<file path="src/rtl/mem_arbiter.sv">
// Two-port to one-memory arbiter for the CPU's fetch and data ports.
// Data wins contention unless fetch has been passed over STARVE_LIMIT times in a row.
// Hung accesses are aborted after TIMEOUT cycles and flagged on bus_err.
module mem_arbiter #(
  parameter int unsigned STARVE_LIMIT = 4,
  parameter int unsigned TIMEOUT      = 255
) (
  input  logic        clk,
  input  logic        rst,
  // instruction-fetch port
  input  logic        if_req,
  input  logic [31:0] if_addr,
  output logic [31:0] if_rdata,
  output logic        if_ready,
  // data port
  input  logic        d_req,
  input  logic        d_we,
  input  logic [31:0] d_addr,
  input  logic [31:0] d_wdata,
  output logic [31:0] d_rdata,
  output logic        d_ready,
  // unified memory
  output logic        m_req,
  output logic        m_we,
  output logic [31:0] m_addr,
  output logic [31:0] m_wdata,
  input  logic [31:0] m_rdata,
  input  logic        m_ack,
  // status
  output logic        bus_err,
  output logic        cpu_stall
);

  localparam logic [3:0] StarveMax = 4'(STARVE_LIMIT);
  localparam logic [7:0] TmoMax    = 8'(TIMEOUT);

  typedef enum logic [1:0] {
    StIdle,
    StBusyI,
    StBusyD,
    StDone
  } state_e;

  state_e      state_q, state_d;
  logic [3:0]  starve_q, starve_d;
  logic [7:0]  tmo_q, tmo_d;

  logic        m_req_q, m_req_d;
  logic        m_we_q, m_we_d;
  logic [31:0] m_addr_q, m_addr_d;
  logic [31:0] m_wdata_q, m_wdata_d;
  logic [31:0] if_rdata_q, if_rdata_d;
  logic [31:0] d_rdata_q, d_rdata_d;
  logic        if_ready_q, if_ready_d;
  logic        d_ready_q, d_ready_d;
  logic        bus_err_q, bus_err_d;

  logic        grant_d;
  logic        grant_i;
  logic        busy;

  // Arbitration: data has priority unless fetch is pending and has hit the starvation limit.
  always_comb begin
    grant_d = 1'b0;
    grant_i = 1'b0;
    if (d_req && !(if_req && (starve_q == StarveMax))) begin
      grant_d = 1'b1;
    end else if (if_req) begin
      grant_i = 1'b1;
    end
  end

  assign busy = (state_q == StBusyI) || (state_q == StBusyD);

  // Next-state and registered-output logic.
  always_comb begin
    state_d    = state_q;
    starve_d   = starve_q;
    tmo_d      = tmo_q;
    m_req_d    = m_req_q;
    m_we_d     = m_we_q;
    m_addr_d   = m_addr_q;
    m_wdata_d  = m_wdata_q;
    if_rdata_d = if_rdata_q;
    d_rdata_d  = d_rdata_q;
    if_ready_d = 1'b0;
    d_ready_d  = 1'b0;
    bus_err_d  = 1'b0;

    unique case (state_q)
      StIdle: begin
        if (grant_d) begin
          state_d   = StBusyD;
          tmo_d     = 8'd0;
          m_req_d   = 1'b1;
          m_we_d    = d_we;
          m_addr_d  = d_addr;
          m_wdata_d = d_wdata;
          // Only a data grant that actually passes over a waiting fetch counts.
          if (!if_req) begin
            starve_d = 4'd0;
          end else if (starve_q < StarveMax) begin
            starve_d = starve_q + 4'd1;
          end
        end else if (grant_i) begin
          state_d   = StBusyI;
          tmo_d     = 8'd0;
          starve_d  = 4'd0;
          m_req_d   = 1'b1;
          m_we_d    = 1'b0;
          m_addr_d  = if_addr;
          m_wdata_d = 32'h0;
        end
      end

      StBusyI, StBusyD: begin
        // An ack in the timeout cycle still counts as a clean completion.
        if (m_ack || (tmo_q == TmoMax)) begin
          state_d   = StDone;
          m_req_d   = 1'b0;
          m_we_d    = 1'b0;
          m_addr_d  = 32'h0;
          m_wdata_d = 32'h0;
          bus_err_d = !m_ack;
          if (state_q == StBusyI) begin
            if_ready_d = 1'b1;
            if_rdata_d = m_ack ? m_rdata : 32'h0;
          end else begin
            d_ready_d = 1'b1;
            if (!m_we_q) begin
              d_rdata_d = m_ack ? m_rdata : 32'h0;
            end
          end
        end else begin
          tmo_d = tmo_q + 8'd1;
        end
      end

      StDone: begin
        state_d = StIdle;
      end

      default: begin
        state_d = StIdle;
      end
    endcase
  end

  // FSM state register.
  always_ff @(posedge clk or posedge rst) begin
    if (rst) begin
      state_q <= StIdle;
    end else begin
      state_q <= state_d;
    end
  end

  // Counters and output registers; reset abandons any access in flight.
  always_ff @(posedge clk or posedge rst) begin
    if (rst) begin
      starve_q   <= 4'd0;
      tmo_q      <= 8'd0;
      m_req_q    <= 1'b0;
      m_we_q     <= 1'b0;
      m_addr_q   <= 32'h0;
      m_wdata_q  <= 32'h0;
      if_rdata_q <= 32'h0;
      d_rdata_q  <= 32'h0;
      if_ready_q <= 1'b0;
      d_ready_q  <= 1'b0;
      bus_err_q  <= 1'b0;
    end else begin
      starve_q   <= starve_d;
      tmo_q      <= busy || (state_d != StIdle) ? tmo_d : 8'd0;
      m_req_q    <= m_req_d;
      m_we_q     <= m_we_d;
      m_addr_q   <= m_addr_d;
      m_wdata_q  <= m_wdata_d;
      if_rdata_q <= if_rdata_d;
      d_rdata_q  <= d_rdata_d;
      if_ready_q <= if_ready_d;
      d_ready_q  <= d_ready_d;
      bus_err_q  <= bus_err_d;
    end
  end

  assign m_req    = m_req_q;
  assign m_we     = m_we_q;
  assign m_addr   = m_addr_q;
  assign m_wdata  = m_wdata_q;
  assign if_rdata = if_rdata_q;
  assign d_rdata  = d_rdata_q;
  assign if_ready = if_ready_q;
  assign d_ready  = d_ready_q;
  assign bus_err  = bus_err_q;

  // Freeze the pipeline while any request is outstanding and not completing this cycle.
  assign cpu_stall = (if_req & ~if_ready_q) | (d_req & ~d_ready_q);

endmodule

</file>
<file path="config.mk">
export PLATFORM = sky130hd
export DESIGN_NAME = mem_arbiter
export DESIGN_NICKNAME = d
export VERILOG_FILES = /design/src/rtl/mem_arbiter.sv
export SDC_FILE = /design/constraint.sdc
export NUM_CORES = 1
export LEC_CHECK = 0
export BUFFER_PORTS_ARGS = -buffer_cell sky130_fd_sc_hd__buf_2
export CAP_MARGIN = 20
export CORE_UTILIZATION = 40
export DETAILED_ROUTE_END_ITERATION = 7
export PLACE_DENSITY = 0.67
export RECOVER_POWER = 100
export SETUP_SLACK_MARGIN = 0.4
export SLEW_MARGIN = 20
export SYNTH_ARGS = -nofsm -noshare
export SYNTH_HDL_FRONTEND = slang
export SYNTH_SLANG_ARGS = --single-unit
</file>
<file path="constraint.sdc">
create_clock -name clk -period 18 [get_ports clk]
set_clock_uncertainty 0.15 [all_clocks]
set_input_delay 5.4 -clock clk [delete_from_list [all_inputs] [get_ports clk]]
set_output_delay 5.4 -clock clk [all_outputs]
set_load 0.02 [all_outputs]
</file>
==> impl_metrics.env, run 1 <==
export IMPL_antenna_found_initial=0
export IMPL_max_slew_worst_pin_slew_ns=4.37
export IMPL_cts_tree="yes"
export IMPL_dp_hpwl_um=11300
export IMPL_status="finished with violations"
export IMPL_hp_start="m_req$_DFFE_PP0P_"
export IMPL_num_rows=44
export IMPL_p_sw_share_pct=43.1
export IMPL_setup_viol=0
export IMPL_fill_cells=1336
export IMPL_drt_total_wl_um=16400
export IMPL_period_needed_ns=11.96
export IMPL_dp_slack_ns=6.39
export IMPL_ys_seq_area_share_pct=60.8
export IMPL_drt_iter0_drc=296
export IMPL_required_ns=12.45
export IMPL_r2r_end="m_wdata[29]$_DFFE_PP0P_"
export IMPL_drc=34
export IMPL_holdPathEnd="m_req$_DFFE_PP0P_"
export IMPL_holdPathStages=1
export IMPL_synth_warnings=0
export IMPL_grt_overflow_total=0
export IMPL_cp_arrival_ns=6.41
export IMPL_finalPower_mw=1.57
export IMPL_synth_cell_types=53
export IMPL_grt_pass1_wl_um=27000
export IMPL_grt_max_degree=85
export IMPL_rrSetupSlack_ns=12.86
export IMPL_path_buf_inv=3
export IMPL_internal_power_uw=893
export IMPL_syn_to_final_growth_pct=30.1
export IMPL_cts_root_buf="clkbuf_16"
export IMPL_slew_violations=256
export IMPL_die_h_um=125
export IMPL_hold_buffers=0
export IMPL_pwr_share_clk_pct=22.6
export IMPL_syn_area_um2=6050
export IMPL_drive_above_1_share_pct=24.5
export IMPL_clk_pin_slew_ns=0.06
export IMPL_layout_common_cells="dfrtp_1, clkbuf_1, buf_2"
export IMPL_power_switching_uw=677
export IMPL_avgSynthCellArea_um2=12.5
export IMPL_min_path_type="reg -> reg"
export IMPL_grt_pass1_vias=5286
export IMPL_coreArea_um2=14600
export IMPL_ant_nets=0
export IMPL_diodes=0
export IMPL_p_comb_share_pct=42.7
export IMPL_critPathKind="in -> out"
export IMPL_wire_per_inst_um=17.6
export IMPL_power_leakage_nw=3.62
export IMPL_grtUsageTotal_pct=22.0
export IMPL_vias_per_cell=5.54
export IMPL_critPathLaunchType="input port"
export IMPL_htreeDepth=4
export IMPL_cts_buffers=17
export IMPL_path_cells="clkbuf_1 > inv_1 > o22ai_1 > clkbuf_1"
export IMPL_p_per_area_nw_per_um2=200
export IMPL_firstDrtPassIters=7
export IMPL_layout_commonest_cell="dfrtp_1"
export IMPL_maxCapViolations=4
export IMPL_setup_slack_ns=6.04
export IMPL_max_slew_margin_pct=-191
export IMPL_synth_cells=485
export IMPL_p_seq_share_pct=34.7
export IMPL_period_share_pct=66.5
export IMPL_cpMaxStageDelayCell="clkbuf_1"
export IMPL_ys_seq_elements=147
export IMPL_path_common_cell="clkbuf_1"
export IMPL_place_congestion=0.827
export IMPL_cpPeakStageDelay_ns=0.41
export IMPL_worstSetupEndpointType="primary output"
export IMPL_synth_nets=624
export IMPL_worstPathMaxFanout=10
export IMPL_r2r_start="state_q[1]$_DFF_PP0_"
export IMPL_tns_ns=0
export IMPL_io_buffer_count=267
export IMPL_multi_input_area_um2=1990
export IMPL_cp_top_family="buffers and inverters"
export IMPL_die_area_um2=15600
export IMPL_cts_setup_buffers=0
export IMPL_violations="design-rule violations, max-capacitance violations, max-slew violations"
export IMPL_cts_sinks=147
export IMPL_ios=268
export IMPL_reg2reg_depth=5
export IMPL_initial_core_util_pct=41.3
export IMPL_post_cts_resized=0
export IMPL_finalNetCount=874
export IMPL_cp_num_cells=4
export IMPL_max_freq_mhz=83.6
export IMPL_clk_path_buf_depth=2
export IMPL_clk_latency_ns=0.42
export IMPL_hold_violations=0
export IMPL_die_w_um=125
export IMPL_dr_total_vias=5164
export IMPL_ir_drop_v=0.0000960
export IMPL_regArea_um2=3680
export IMPL_rsz0062_at_grt="no"
## worst max path at each step
stage	start	endpoint
finish	d_req	cpu_stall
global route	rst	m_wdata[31]$_DFFE_PP0P_
CTS	d_req	cpu_stall
detailed placement	d_req	cpu_stall
global placement	d_req	cpu_stall
floorplan	if_req	cpu_stall
## cells in the mapped netlist, drive strengths merged
master | number | area share (%)
o211a | 1 | 0.17
a211oi | 1 | 0.21
nor4 | 1 | 0.10
nor4b | 2 | 0.29
and3b | 1 | 0.14
mux2i | 1 | 0.17
clkbuf | 18 | 1.2
buf | 25 | 2.4
inv | 43 | 2.7
nand2 | 13 | 0.85
o21bai | 2 | 0.25
ha | 5 | 1.0
nand2b | 2 | 0.21
a32o | 64 | 11
dfrtp | 147 | 61
a21boi | 2 | 0.25
nor2 | 6 | 0.37
mux2 | 2 | 0.37
xor2 | 1 | 0.14
nor3b | 1 | 0.31
nand4 | 3 | 0.31
a21oi | 5 | 0.48
o21ai | 36 | 3.2
o31a | 1 | 0.14
a22oi | 31 | 3.8
a221o | 3 | 0.50
o41ai | 1 | 0.14
nor3 | 5 | 0.41
a31oi | 1 | 0.10
and4 | 2 | 0.33
o22ai | 1 | 0.10
a22o | 36 | 5.2
and2 | 1 | 0.10
or4 | 1 | 0.12
o311a | 2 | 0.33
a31o | 3 | 0.43
nand3 | 8 | 0.66
nand4b | 1 | 0.25
and3 | 2 | 0.29
a21o | 2 | 0.25
o31ai | 2 | 0.25
## per-stage QoR
step	util, %	cells	cell area, µm²	hold WS (ns)
floorplan	-	485	6050	0.347
global placement	50.9	899	7460	0.308
detailed placement	51.0	899	7460	0.320
CTS	55.0	931	8060	0.335
global route	53.7	932	7870	0.346
finish	53.7	932	7870	0.338
## sequential cells by signal (all words and copies together) (netlist names), 2 cells and up
name      flops
d_rdata      32
if_rdata     32
starve_q      4
m_addr       32
state_q       2
m_wdata      32
tmo_q         8
## cell type report
| cell class | instances | area share (%) |
|---|---|---|
| Tap cell | 184 | 2.93 |
| Inverter | 43 | 2.07 |
| Clock buffer | 17 | 5.41 |
| Clock inverter | 15 | 2.16 |
| Sequential cell | 147 | 46.8 |
| Multi-Input combinational cell | 252 | 25.3 |
| Timing Repair Buffer | 274 | 15.4 |
## kinds of logic (layout without fill, tap and decap cells)
logic type / count (synthesis) / count (layout) / synth area share, %
buffers and inverters: 86 / 349 / 6.27
XOR/XNOR: 1 / 1 / 0.145
AND/OR/NAND/NOR: 49 / 49 / 4.76
multiplexers: 3 / 3 / 0.538
flip-flops: 147 / 147 / 60.8
adder cells (fa/ha/maj): 5 / 5 / 1.03
AO/OA/AOI/OAI: 194 / 194 / 26.4
## metal layers
metal	up-vias	GRT usage [%]	wire length, µm
met5	-	0	0
met4	0	7.10	246
met3	22	8.04	1490
met2	229	36.3	8050
met1	2559	26.9	6650
li1	2354	-	-
## power by group through the flow
stage	sequential (mW)	clock, mW	combinational (mW)
after floorplan	0.693	0	0.332
after global placement	0.537	0	0.706
after detailed placement	0.545	0	0.717
after CTS	0.541	0.364	0.721
after global routing	0.561	0.377	0.731
final	0.545	0.355	0.671
No activity file was read; power rests on OpenSTA's default activity.
==> inputs of run 2 (changes only) <==
==> constraint.sdc (replaced) <==
create_clock -name clk -period 12.2 [get_ports clk]
set_clock_uncertainty 0.15 [all_clocks]
set_input_delay 3.66 -clock clk [delete_from_list [all_inputs] [get_ports clk]]
set_output_delay 3.66 -clock clk [all_outputs]
set_load 0.02 [all_outputs]
==> impl_metrics.env, run 2 (same netlist as run 1, synthesis figures left out) <==
export IMPL_status="finished with violations"
export IMPL_violations="design-rule violations, max-capacitance violations, max-slew violations"
export IMPL_clk_path_buf_depth=2
export IMPL_htreeDepth=4
export IMPL_p_sw_share_pct=43.3
export IMPL_diodes=0
export IMPL_hp_start="m_req$_DFFE_PP0P_"
export IMPL_power_switching_mw=1.01
export IMPL_p_per_area_nw_per_um2=295
export IMPL_critPathLaunchType="input port"
export IMPL_grt_pass1_wl_um=27200
export IMPL_critPathKind="in -> reg"
export IMPL_setup_slack_ns=3.37
export IMPL_layout_commonest_cell="dfrtp_1"
export IMPL_hold_buffers=0
export IMPL_ios=268
export IMPL_initial_core_util_pct=41.3
export IMPL_reg2reg_depth=5
export IMPL_drt_iter0_drc=308
export IMPL_rrSetupSlack_ns=7.08
export IMPL_post_cts_resized=0
export IMPL_pwr_share_clk_pct=22.6
export IMPL_hold_slack_ns=0.328
export IMPL_p_comb_share_pct=42.8
export IMPL_drt_total_wl_um=16600
export IMPL_dp_slack_ns=4.11
export IMPL_max_freq_mhz=113
export IMPL_dp_hpwl_um=11300
export IMPL_hold_violations=0
export IMPL_ir_drop_v=0.000161
export IMPL_cts_setup_buffers=0
export IMPL_grtUsageTotal_pct=22.1
export IMPL_grt_overflow_total=0
export IMPL_min_path_type="reg -> reg"
export IMPL_finalPower_mw=2.32
export IMPL_layout_common_cells="dfrtp_1, clkbuf_1, buf_2"
export IMPL_ant_nets=0
export IMPL_drive_above_1_share_pct=24.4
export IMPL_firstDrtPassIters=8
export IMPL_wire_per_inst_um=17.8
export IMPL_internal_power_mw=1.32
export IMPL_max_slew_margin_pct=-170
export IMPL_cp_arrival_ns=9.02
export IMPL_postLayoutCellArea_um2=7880
export IMPL_r2r_start="state_q[1]$_DFF_PP0_"
export IMPL_worstSetupEndpointType="register"
export IMPL_holdPathStages=1
export IMPL_drc=34
export IMPL_grt_max_degree=88
export IMPL_vias_per_cell=5.56
export IMPL_period_needed_ns=8.83
export IMPL_worstPathMaxFanout=69
export IMPL_coreArea_um2=14600
export IMPL_fill_cells=1344
export IMPL_holdPathEnd="m_req$_DFFE_PP0P_"
export IMPL_syn_to_final_growth_pct=30.2
export IMPL_place_congestion=0.809
export IMPL_rsz0062_at_grt="no"
export IMPL_finalNetCount=875
export IMPL_utilization_pct=53.8
export IMPL_grt_pass1_vias=5291
export IMPL_tns_ns=0
export IMPL_maxCapViolations=3
export IMPL_r2r_end="m_wdata[27]$_DFFE_PP0P_"
export IMPL_dr_total_vias=5190
export IMPL_io_buffer_count=267
export IMPL_cts_buffers=17
export IMPL_slew_violations=168
export IMPL_antenna_found_initial=0
export IMPL_clk_latency_ns=0.42
export IMPL_cts_root_buf="clkbuf_16"
export IMPL_dp_cells=900
export IMPL_clk_pin_slew_ns=0.06
export IMPL_final_cell_count_no_fill=933
export IMPL_power_leakage_nw=3.63
export IMPL_die_area_um2=15600
export IMPL_max_slew_worst_pin_slew_ns=4.01
export IMPL_setup_viol=0
export IMPL_cts_sinks=147
export IMPL_p_seq_share_pct=34.6
export IMPL_period_share_pct=72.4
export IMPL_cts_tree="yes"
export IMPL_die_h_um=125
export IMPL_die_w_um=125
export IMPL_required_ns=12.39
export IMPL_place_area_um2=7490
export IMPL_num_rows=44
-- run 2: power groups by stage --
stage	Combinational, mW	Sequential [mW]	Clock [mW]
floorplan	0.490	1.02	0
detailed placement	1.07	0.803	0
CTS	1.08	0.798	0.537
finish	0.994	0.803	0.526
global placement	1.04	0.792	0
global route	1.08	0.827	0.559
-- run 2: routing by layer --
metal | vias up | GRT usage [%] | share of wire (%)
met1 | 2575 | 27.0 | 41
met5 | - | 0 | 0
met3 | 23 | 8.30 | 8.8
met4 | 0 | 7.75 | 1.3
met2 | 226 | 36.2 | 49
li1 | 2366 | - | -
-- run 2: worst max-delay path by stage --
| stage | startpoint | end | depth (start not counted) |
|---|---|---|---|
| 2_1_floorplan | if_req | cpu_stall | 3 |
| 3_3_place_gp | d_req | cpu_stall | 4 |
| 3_5_place_dp | d_req | cpu_stall | 4 |
| 4_1_cts | d_req | cpu_stall | 4 |
| 5_1_grt | m_ack | m_wdata[23]$_DFFE_PP0P_ | 5 |
| 6_report | m_ack | m_wdata[27]$_DFFE_PP0P_ | 5 |
-- run 2: critical path, stage by stage --
cell	delay, ns
buf_2	0.09
clkbuf_1	1.10
a21o_1	0.66
o21ai_0	3.00
a22o_1	0.47
-- run 2: cell type report --
| cell class | instances | area (µm²) | share of cell area, % |
|---|---|---|---|
| Inverter | 43 | 163 | 2.07 |
| Clock buffer | 17 | 425 | 5.40 |
| Timing Repair Buffer | 275 | 1220 | 15.5 |
| Sequential cell | 147 | 3680 | 46.7 |
| Clock inverter | 15 | 169 | 2.14 |
| Tap cell | 184 | 230 | 2.92 |
| Multi-Input combinational cell | 252 | 1990 | 25.2 |
